### src/rtl/riscv_intc_pkg.sv
// Shared interrupt-controller types: channel trigger modes and the
// external-interrupt register offsets.
package riscv_intc_pkg;

  localparam int NUMINT = 4;

  typedef enum logic [1:0] {
    EXT_RISE  = 2'b00,
    EXT_FALL  = 2'b01,
    EXT_BOTH  = 2'b10,
    EXT_LEVEL = 2'b11
  } extint_mode_t;

  localparam logic [3:0] EXTINT_STAT = 4'h0;
  localparam logic [3:0] EXTINT_IE   = 4'h4;
  localparam logic [3:0] EXTINT_MODE = 4'h8;
  localparam logic [3:0] EXTINT_PEND = 4'hC;

endpackage

### src/rtl/riscv_extint_ctrl_if.sv
// Data-bus slave port of the external-interrupt controller.
interface riscv_extint_ctrl_if #(
  parameter int XLEN = 32
);
  logic            sel;
  logic            enable;
  logic            write;
  logic [XLEN-1:0] addr;
  logic [XLEN-1:0] wdata;
  logic [XLEN-1:0] rdata;

  modport master (output sel, enable, write, addr, wdata, input rdata);
  modport slave  (input sel, enable, write, addr, wdata, output rdata);
endinterface

### src/rtl/riscv_extint_chan.sv
// One interrupt channel: synchronizer, optional debouncer, edge/level detector.
// Debouncer present only when RISCV_EXTINT_DBNC_EN is defined.
module riscv_extint_chan
  import riscv_intc_pkg::*;
#(
  parameter int SYNC_STAGES = 3,
  parameter int DBNC_CYCLES = 16
) (
  input  logic         clk,
  input  logic         rstn,
  input  logic         i_raw,
  input  extint_mode_t i_mode,
  output logic         o_lvl,
  output logic         o_evt
);

  logic [SYNC_STAGES-1:0] r_sync;
  logic                   w_s;
  logic                   r_dprev;

  always_ff @(posedge clk) begin
    if (!rstn) r_sync <= '0;
    else       r_sync <= {r_sync[SYNC_STAGES-2:0], i_raw};
  end

  assign w_s = r_sync[SYNC_STAGES-1];

`ifdef RISCV_EXTINT_DBNC_EN
  localparam int CW = $clog2(DBNC_CYCLES + 1);

  logic [CW-1:0] r_cnt;
  logic          r_d;

  // d takes s on the DBNC_CYCLES-th consecutive cycle that they differ
  always_ff @(posedge clk) begin
    if (!rstn) begin
      r_cnt <= '0;
      r_d   <= 1'b0;
    end else if (w_s == r_d) begin
      r_cnt <= '0;
    end else if (r_cnt == CW'(DBNC_CYCLES - 1)) begin
      r_d   <= w_s;
      r_cnt <= '0;
    end else begin
      r_cnt <= r_cnt + 1'b1;
    end
  end

  assign o_lvl = r_d;
`else
  logic w_unused_dbnc;
  assign w_unused_dbnc = (DBNC_CYCLES != 0);
  assign o_lvl         = w_s;
`endif

  always_ff @(posedge clk) begin
    if (!rstn) r_dprev <= 1'b0;
    else       r_dprev <= o_lvl;
  end

  always_comb begin
    o_evt = 1'b0;
    case (i_mode)
      EXT_RISE:  o_evt = o_lvl & ~r_dprev;
      EXT_FALL:  o_evt = ~o_lvl & r_dprev;
      EXT_BOTH:  o_evt = o_lvl ^ r_dprev;
      EXT_LEVEL: o_evt = o_lvl;
      default:   o_evt = 1'b0;
    endcase
  end

endmodule

### src/rtl/riscv_extint_ctrl.sv
// External-interrupt controller: NCH conditioned channels, IE/MODE/PEND bus slave.
// RISCV_EXTINT_DBNC_EN enables the per-channel debouncer.
module riscv_extint_ctrl
  import riscv_intc_pkg::*;
#(
  parameter int XLEN        = 32,
  parameter int NCH         = 4,
  parameter int SYNC_STAGES = 3,
  parameter int DBNC_CYCLES = 16
) (
  input  logic                clk,
  input  logic                rstn,
  riscv_extint_ctrl_if.slave  bus,
  input  logic [NCH-1:0]      irq_i,
  output logic [NCH-1:0]      irq_o
);

  logic [NCH-1:0]   w_lvl;
  logic [NCH-1:0]   w_evt;
  logic [NCH-1:0]   r_ie;
  logic [NCH-1:0]   r_pend;
  logic [2*NCH-1:0] r_mode;
  logic [XLEN-1:0]  r_rdata;
  logic [XLEN-1:0]  w_rval;
  logic [NCH-1:0]   w_clr;
  logic [3:0]       w_off;
  logic             w_wr;
  logic             w_rd;
  logic             w_unused;

  for (genvar n = 0; n < NCH; n++) begin : g_chan
    riscv_extint_chan #(
      .SYNC_STAGES (SYNC_STAGES),
      .DBNC_CYCLES (DBNC_CYCLES)
    ) u_chan (
      .clk    (clk),
      .rstn   (rstn),
      .i_raw  (irq_i[n]),
      .i_mode (extint_mode_t'(r_mode[2*n +: 2])),
      .o_lvl  (w_lvl[n]),
      .o_evt  (w_evt[n])
    );
  end

  assign w_off    = {bus.addr[3:2], 2'b00};
  assign w_wr     = bus.sel & bus.enable & bus.write;
  assign w_rd     = bus.sel & bus.enable & ~bus.write;
  assign w_clr    = (w_wr && w_off == EXTINT_PEND) ? bus.wdata[NCH-1:0] : '0;
  assign w_unused = ^{bus.addr[XLEN-1:4], bus.addr[1:0], bus.wdata};

  always_comb begin
    w_rval = '0;
    case (w_off)
      EXTINT_STAT: w_rval[NCH-1:0]   = w_lvl;
      EXTINT_IE:   w_rval[NCH-1:0]   = r_ie;
      EXTINT_MODE: w_rval[2*NCH-1:0] = r_mode;
      EXTINT_PEND: w_rval[NCH-1:0]   = r_pend;
      default:     w_rval            = '0;
    endcase
  end

  // Event set wins over W1C, so level mode cannot clear while d is high
  always_ff @(posedge clk) begin
    if (!rstn) begin
      r_ie    <= '0;
      r_mode  <= '0;
      r_pend  <= '0;
      r_rdata <= '0;
    end else begin
      r_pend <= w_evt | (r_pend & ~w_clr);
      if (w_wr && w_off == EXTINT_IE)   r_ie   <= bus.wdata[NCH-1:0];
      if (w_wr && w_off == EXTINT_MODE) r_mode <= bus.wdata[2*NCH-1:0];
      if (w_rd)                         r_rdata <= w_rval;
    end
  end

  assign bus.rdata = r_rdata;
  assign irq_o     = r_pend & r_ie;

endmodule

### src/flat_wrapper.sv
// flat-port wrapper written by rule: the top's interface ports become plain ports
module riscv_extint_ctrl_flat import riscv_intc_pkg::*;
#(
  parameter int XLEN        = 32,
  parameter int NCH         = 4,
  parameter int SYNC_STAGES = 3,
  parameter int DBNC_CYCLES = 16
)
  (clk, rstn, irq_i, irq_o, bus_sel, bus_enable, bus_write, bus_addr, bus_wdata, bus_rdata);
  riscv_extint_ctrl_if #(.XLEN(XLEN)) bus_i ();
  input  logic clk;
  input  logic rstn;
  input  logic [NCH-1:0] irq_i;
  output logic [NCH-1:0] irq_o;
  input wire logic [$bits(bus_i.sel)-1:0] bus_sel;
  input wire logic [$bits(bus_i.enable)-1:0] bus_enable;
  input wire logic [$bits(bus_i.write)-1:0] bus_write;
  input wire logic [$bits(bus_i.addr)-1:0] bus_addr;
  input wire logic [$bits(bus_i.wdata)-1:0] bus_wdata;
  output wire logic [$bits(bus_i.rdata)-1:0] bus_rdata;
  assign bus_i.sel = bus_sel;
  assign bus_i.enable = bus_enable;
  assign bus_i.write = bus_write;
  assign bus_i.addr = bus_addr;
  assign bus_i.wdata = bus_wdata;
  assign bus_rdata = bus_i.rdata;
  riscv_extint_ctrl #(.XLEN(XLEN), .NCH(NCH), .SYNC_STAGES(SYNC_STAGES), .DBNC_CYCLES(DBNC_CYCLES)) u_core (.clk(clk), .rstn(rstn), .bus(bus_i), .irq_i(irq_i), .irq_o(irq_o));
endmodule
### config.mk
export PLATFORM = sky130hd
export DESIGN_NAME = riscv_extint_ctrl_flat
export DESIGN_NICKNAME = d
export VERILOG_FILES = /design/src/rtl/riscv_intc_pkg.sv /design/src/rtl/riscv_extint_ctrl_if.sv /design/src/rtl/riscv_extint_chan.sv /design/src/rtl/riscv_extint_ctrl.sv /design/src/flat_wrapper.sv
export SDC_FILE = /design/constraint.sdc
export NUM_CORES = 1
export LEC_CHECK = 0
export BUFFER_PORTS_ARGS = -buffer_cell sky130_fd_sc_hd__clkbuf_2
export CORE_AREA = 2 2 70 79
export DETAILED_ROUTE_END_ITERATION = 10
export DIE_AREA = 0 0 72 81
export PLACE_DENSITY = 0.75
export SLEW_MARGIN = 20
export SYNTH_ARGS = -nofsm -noshare
export SYNTH_HDL_FRONTEND = slang
export SYNTH_SLANG_ARGS = --single-unit
### constraint.sdc
create_clock -name clk -period 1.5 [get_ports clk]
set_clock_uncertainty 0.1 [all_clocks]
set_input_delay 0.225 -clock clk [delete_from_list [all_inputs] [get_ports clk]]
set_output_delay 0.225 -clock clk [all_outputs]
set_load 0.1 [all_outputs]
==> summary.txt, run 1 <==
Pwr
  • Net Sw Frac: 0.314
  • Psw: 719 µW
  • P_int: 1.57 mW
  • Leak: around 1 nW
  • Max rail drop VDD: roughly 0.00040 V
  • Seq pwr share: 0.479
  • Pwr/cell area: 972 nW/µm²
  • Combinational power share: 0.187
  • Clock Power Share: 0.334

Routing
  • Post-Route WL: between 3000 and 4000 µm
  • 1st-iter DRT viols: 85
  • Drt drc: 0
  • Post-route ant nets: 0
  • Wire per inst: approximately 12 µm
  • Drt first pass iters: 4
  • Vias/cell: 4.67
  • Vias: approximately 1400

Hold path
  • Hold endpoint: u_core.g_chan[2].u_chan.r_sync[0]$_SDFF_PN0_
  • Hold depth: 2
  • Tightest Hold Check Type: in2reg
  • Hold_sp: irq_i[2]

Final layout
  • Net count, final: approximately 320
  • Share of cells above drive strength 1: 0.308
  • Fin util: 0.458
  • Area Overhead vs Synth: 20.0%
  • N_diodes: 0
  • Post-route cell area: 2360 µm²
  • Commonest cells after routing, fill and taps aside: dfxtp_1, conb_1, nand3_1, and2_1, nand2_1
  • Fillers: between 400 and 500
  • Commonest non-fill, non-tap cell in the layout: dfxtp_1

Setup path
  • Beginning of the worst register-to-register path: u_core.g_chan[1].u_chan.r_sync[2]$_SDFF_PN0_
  • CP Capture Type: flop
  • Worst path required time: 1.59 ns
  • Max stage delay on crit path: about 0.45 ns
  • CP delay by family, top: multiplexers
  • Flop-to-flop setup slack: -0.004 ns
  • Crit path buffers/inverters: 2
  • Data arrival, critical path: 1.60 ns
  • Setup crit start kind: flop
  • Most common cell on crit path: inv_2
  • R2R cell count: 5
  • Crit-path slowest cell: mux4_2
  • Crit-path cells: inv_2, ha_4, inv_2, mux4_2, o21a_1
  • Setup Crit Path Kind: reg2reg
  • Worst Path Max Fanout: 3
  • Worst flop-to-flop path endpoint: u_core.r_pend[1]$_SDFF_PN0_

Clock tree
  • CTS tree: done
  • H-tree Lvls: 2
  • CTS root buf: clkbuf_8
  • CTS Buf Count: 5
  • Clk_lat worst skew: roughly 0.3 ns
  • Clk sink count: 40
  • CTS max path bufs: 2
  • Worst-path clk slew: ~0.070 ns

Timing
  • Final setup vio count: 1
  • Slew Limit Fails: 0
  • Setup WS post-layout: -0.00386 ns
  • FMAX: ~660 MHz
  • Ratio of final minimum period to clock period: 1.00
  • Min cycle time layout: around 1.5 ns
  • RSZ-0062 raised after global routing: yes
  • Fin Setup TNS: -0.00386 ns
  • Hold WS: around 0.033 ns
  • Final hold viol count: 0

Run status
  • Status: finished with violations
  • Failing checks: negative setup slack

Synthesis
  • Warning count from the yosys run: 0
  • Synthesized area: around 2000 µm²
  • Synth unique cells: 24
  • Post-synthesis sequential area ratio: 0.407
  • Syn avg cell area: just under 10 µm²
  • Syn Inst Count: 203
  • Yosys reg bits: 40

Die
  • DIE HEIGHT: just over 80 µm
  • FP Rows: 28
  • Die ar.: 5830 µm²
  • # IOs: around 110
  • Core area: slightly above 5000 µm²
  • Die width: roughly 72 µm
  • Initial Utilization: 0.382

Global routing
  • Initial antenna violation count: 0
  • Grt ovf: 0
  • First-pass GRT wire length: roughly 5800 µm
  • Largest net degree at the start of global routing: approximately 50
  • Vias in the first global route: about 1300
  • GRT Total Usage: 0.130

Placed design
  • Gpl congestion: around 0.75
  • Post-DP Area: around 2200 µm²
  • Post-place setup slack: a little over 0.0005 ns
  • Port Buffers: 30
  • Post-detail-place hpwl: between 2000 and 3000 µm

Run
  • Max-cap viol count: 0
## worst reg2reg max path: stages, from the launching register on
cell     delay (ns)
dfxtp_2        0.34
inv_2          0.05
ha_4           0.25
inv_2          0.03
mux4_2         0.45
o21a_1         0.20
## power groups by stage
| stage | clock network (mW) | logic [mW] | registers, mW |
|---|---|---|---|
| finish | 0.767 | 0.429 | 1.10 |
| global route | 0.834 | 0.452 | 1.10 |
| CTS | 0.793 | 0.423 | 1.10 |
| detailed placement | 0 | 0.421 | 1.12 |
| global placement | 0 | 0.417 | 1.12 |
| floorplan | 0 | 0.403 | 1.12 |
## sequential cells by signal (all words and copies together), names as in the netlist
name,cells
u_core.r_mode,8
u_core.g_chan.u_chan.r_dprev,4
u_core.g_chan.u_chan.r_sync,12
u_core.r_ie,4
u_core.r_pend,4
u_core.bus.rdata,8
## synth_stat cells
| cell type | number | area share |
|---|---|---|
| dfxtp_1 | 40 | 0.41 |
| buf_4 | 24 | 0.092 |
| nand3_1 | 21 | 0.053 |
| and2_1 | 20 | 0.064 |
| nand2_1 | 20 | 0.038 |
| a21boi_1 | 12 | 0.046 |
| inv_1 | 12 | 0.023 |
| ha_1 | 8 | 0.051 |
| o21a_1 | 8 | 0.031 |
| o21ai_0 | 8 | 0.020 |
| buf_2 | 6 | 0.015 |
| mux4_2 | 6 | 0.069 |
| mux2i_1 | 4 | 0.020 |
| clkbuf_1 | 3 | 0.0057 |
| mux4_1 | 2 | 0.027 |
| and3_1 | 1 | 0.0032 |
| and3b_1 | 1 | 0.0045 |
| buf_6 | 1 | 0.0057 |
| conb_1 | 1 | 0.0019 |
| nand2b_1 | 1 | 0.0032 |
| nand3b_1 | 1 | 0.0038 |
| nand4_2 | 1 | 0.0064 |
| nor2_4 | 1 | 0.0057 |
| nor2b_2 | 1 | 0.0045 |
## metal layers
layer / global-route usage / share of wire / vias to the layer above
met2: 0.220 / 0.50 / 42
met3: 0.0335 / 0.064 / 6
met5: 0 / 0 / -
met4: 0.0623 / 0.013 / 0
li1: - / - / 695
met1: 0.152 / 0.42 / 644
## worst max-delay path by stage
| stage | cells after the start | to | startpoint |
|---|---|---|---|
| global placement | 5 | u_core.r_pend[0]$_SDFF_PN0_ | u_core.g_chan[0].u_chan.r_sync[2]$_SDFF_PN0_ |
| floorplan | 5 | u_core.r_pend[0]$_SDFF_PN0_ | u_core.g_chan[0].u_chan.r_sync[2]$_SDFF_PN0_ |
| CTS | 5 | u_core.r_pend[3]$_SDFF_PN0_ | u_core.g_chan[3].u_chan.r_sync[2]$_SDFF_PN0_ |
| detailed placement | 5 | u_core.r_pend[2]$_SDFF_PN0_ | u_core.g_chan[2].u_chan.r_sync[2]$_SDFF_PN0_ |
| finish | 5 | u_core.r_pend[1]$_SDFF_PN0_ | u_core.g_chan[1].u_chan.r_sync[2]$_SDFF_PN0_ |
| global route | 4 | u_core.r_pend[2]$_SDFF_PN0_ | u_core.g_chan[2].u_chan.r_sync[2]$_SDFF_PN0_ |
## cell families after synthesis
logic type / count (synthesis) / share of synthesized area
AOI/OAI and AO/OA: 28 / 0.0967
adders and majority gates: 8 / 0.0509
buffers and inverters: 46 / 0.141
DFF: 40 / 0.407
muxes: 12 / 0.116
other: 1 / 0.00191
and+or+nand+nor: 68 / 0.186
## area by class of cell
cell class	count	area, µm²	share of cell area
clock buffer	7	96.3	0.0408
inverter	12	45.0	0.0191
multi-input combinational	140	1020	0.433
sequential	40	806	0.341
tap	60	75.1	0.0318
timing repair buffer	38	315	0.134
## through the flow
stage / power, mW / std cells
floorplan: 1.53 / 226
global placement: 1.54 / 289
detailed placement: 1.54 / 289
CTS: 2.31 / 297
global route: 2.39 / 297
finish: 2.29 / 297
## repair_timing
action | in CTS | in global routing
buffers inserted | 1 | 0
pin swaps | 4 | 7
resized for setup | 1 | 13
hold endpoints to repair | 0 | 0
hold buffers | 0 | 0
setup endpoints to repair | 4 | 4
Note: power is estimated with default switching activity, not from simulation.
==> inputs of run 2 (changes only) <==
CELL_PAD_IN_SITES_DETAIL_PLACEMENT = 1   (was unset)
CELL_PAD_IN_SITES_GLOBAL_PLACEMENT = 2   (was unset)
CORE_AREA = 2 2 94 105   (was 2 2 70 79)
DIE_AREA = 0 0 96 107   (was 0 0 72 81)
PLACE_DENSITY = 0.73   (was 0.75)
SLEW_MARGIN = unset   (was 20)
==> summary.txt, run 2 (synthesis gave the netlist of run 1 again) <==
Run status
  • Status: finished with violations
  • Failing checks: negative setup slack

Clock tree
  • Post-CTS Setup Bufs: 0
  • Clk sink count: 40
  • Cts hold-fix bufs: 0
  • H-tree Lvls: 2
  • Clk_lat worst skew: between 0.2 and 0.3 ns
  • CTS max path bufs: 2
  • CTS root buf: clkbuf_8
  • Worst-path clk slew: about 0.08 ns
  • CTS Buf Count: 5
  • CTS tree: done

Final layout
  • Number of flip-flops in the largest register: 12
  • Share of cells above drive strength 1: 0.301
  • Area Overhead vs Synth: 21.5%
  • Fin util: 0.259
  • Commonest non-fill, non-tap cell in the layout: dfxtp_1
  • Multi-input gate area: just over 1000 µm²
  • FF+latch area: between 800 and 900 µm²
  • N_diodes: 0
  • Net count, final: ~320
  • Commonest cells after routing, fill and taps aside: dfxtp_1, conb_1, nand3_1, and2_1, nand2_1
  • Biggest register: u_core.g_chan.u_chan.r_sync
  • Fillers: ~1100

Setup path
  • Setup Crit Path Kind: reg2reg
  • Worst path required time: approximately 1.6 ns
  • Data arrival, critical path: around 1.6 ns
  • Most common cell on crit path: inv_2
  • CP Capture Type: flop
  • Crit path buffers/inverters: 2
  • CP delay by family, top: multiplexers
  • Crit-path slowest cell: mux4_2
  • Worst Path Max Fanout: 2
  • R2R cell count: 5
  • Crit-path cells: inv_2, ha_4, inv_2, mux4_2, o21a_1
  • Setup crit start kind: flop
  • WP depth: 5
  • Max stage delay on crit path: roughly 0.46 ns

Die
  • # IOs: between 100 and 150
  • Die ar.: ~10000 µm²
  • DIE HEIGHT: ~110 µm
  • Core area: between 9000 and 10000 µm²
  • Initial Utilization: 0.213
  • Die width: between 90 and 100 µm
  • FP Rows: 37

Placed design
  • Port Buffers: 30
  • Post-detail-place hpwl: roughly 3300 µm
  • Gpl congestion: between 0.7 and 0.8

Routing
  • Wire per inst: between 10 and 15 µm
  • Met1 WL: ~2000 µm
  • Met2 Wirelength: about 2300 µm
  • Vias: around 1400
  • 1st-iter DRT viols: around 90
  • Drt first pass iters: 4
  • DR top layer: met4
  • Drt drc: 0
  • Met3 Wirelength: approximately 250 µm
  • Vias/cell: 4.07
  • Post-route ant nets: 0
  • Post-Route WL: between 4000 and 5000 µm

Timing
  • FMAX: approximately 650 MHz
  • Setup WS post-layout: -0.0389 ns
  • Final hold viol count: 0
  • Slew Limit Fails: 0
  • Final setup vio count: 1
  • RSZ-0062 raised after global routing: yes
  • Fin Setup TNS: -0.0389 ns
  • Min cycle time layout: roughly 1.5 ns
  • Hold WS: a little over 0.04 ns
  • Ratio of final minimum period to clock period: 1.03

Global routing
  • Largest net degree at the start of global routing: 49
  • Initial antenna violation count: 0
  • Grt ovf: 0
  • First-pass GRT wire length: roughly 7300 µm
  • Vias in the first global route: 1455
  • GRT Total Usage: 0.0917

Pwr
  • Leak: around 0.98 nW
  • Max rail drop VDD: about 0.00026 V
  • Pwr/cell area: between 900 and 1000 nW/µm²

Hold path
  • Hold depth: 2
  • Tightest Hold Check Type: in2reg

Run
  • Max-cap viol count: 0
run 2: routing by layer:
metal  up-vias  track usage
met2        40        0.150
met3         2       0.0260
met1       703        0.116
met5         -            0
met4         0       0.0255
li1        693            -
run 2: repair_timing:
item,4_1_cts,5_1_grt
gates resized for setup,10,4
endpoints found under the setup margin,4,4
pin swaps,6,4
run 2: path summary, 6_finish.rpt:
kind	from	endpoint	slack (ns)
max	u_core.g_chan[2].u_chan.r_sync[2]$_SDFF_PN0_	u_core.r_pend[2]$_SDFF_PN0_	-0.04
min reg2reg	u_core.g_chan[3].u_chan.r_sync[1]$_SDFF_PN0_	u_core.g_chan[3].u_chan.r_sync[2]$_SDFF_PN0_	0.34
max reg2reg	u_core.g_chan[2].u_chan.r_sync[2]$_SDFF_PN0_	u_core.r_pend[2]$_SDFF_PN0_	-0.04
min	irq_i[2]	u_core.g_chan[2].u_chan.r_sync[0]$_SDFF_PN0_	0.04
run 2: area by class of cell:
class / instances / share of cell area
Clock buffer: 6 / 0.0304
Sequential cell: 40 / 0.337
Clock inverter: 1 / 0.00209
Inverter: 12 / 0.0188
Multi-Input combinational cell: 140 / 0.427
Tap cell: 117 / 0.0613
Timing Repair Buffer: 37 / 0.124
run 2: power by group:
part / total [mW] / switching, mW / internal (mW)
combinational: 0.430 / 0.355 / 0.0758
sequential: 1.10 / 0.0125 / 1.08
clock: 0.677 / 0.360 / 0.317
total: 2.20 / 0.727 / 1.48
run 2: metrics by stage:
stage                     instance area, µm²  setup slack [ns]  total power [mW]  instances
final                                   2390           -0.0389              2.20        353
after detailed placement                2260           -0.0613              1.55        346
after global placement                  2260           -0.0472              1.54        346
after global routing                    2390           -0.0713              2.31        353
after CTS                               2380           -0.0500              2.24        353
after floorplan                         2050        -0.0000293              1.53        226
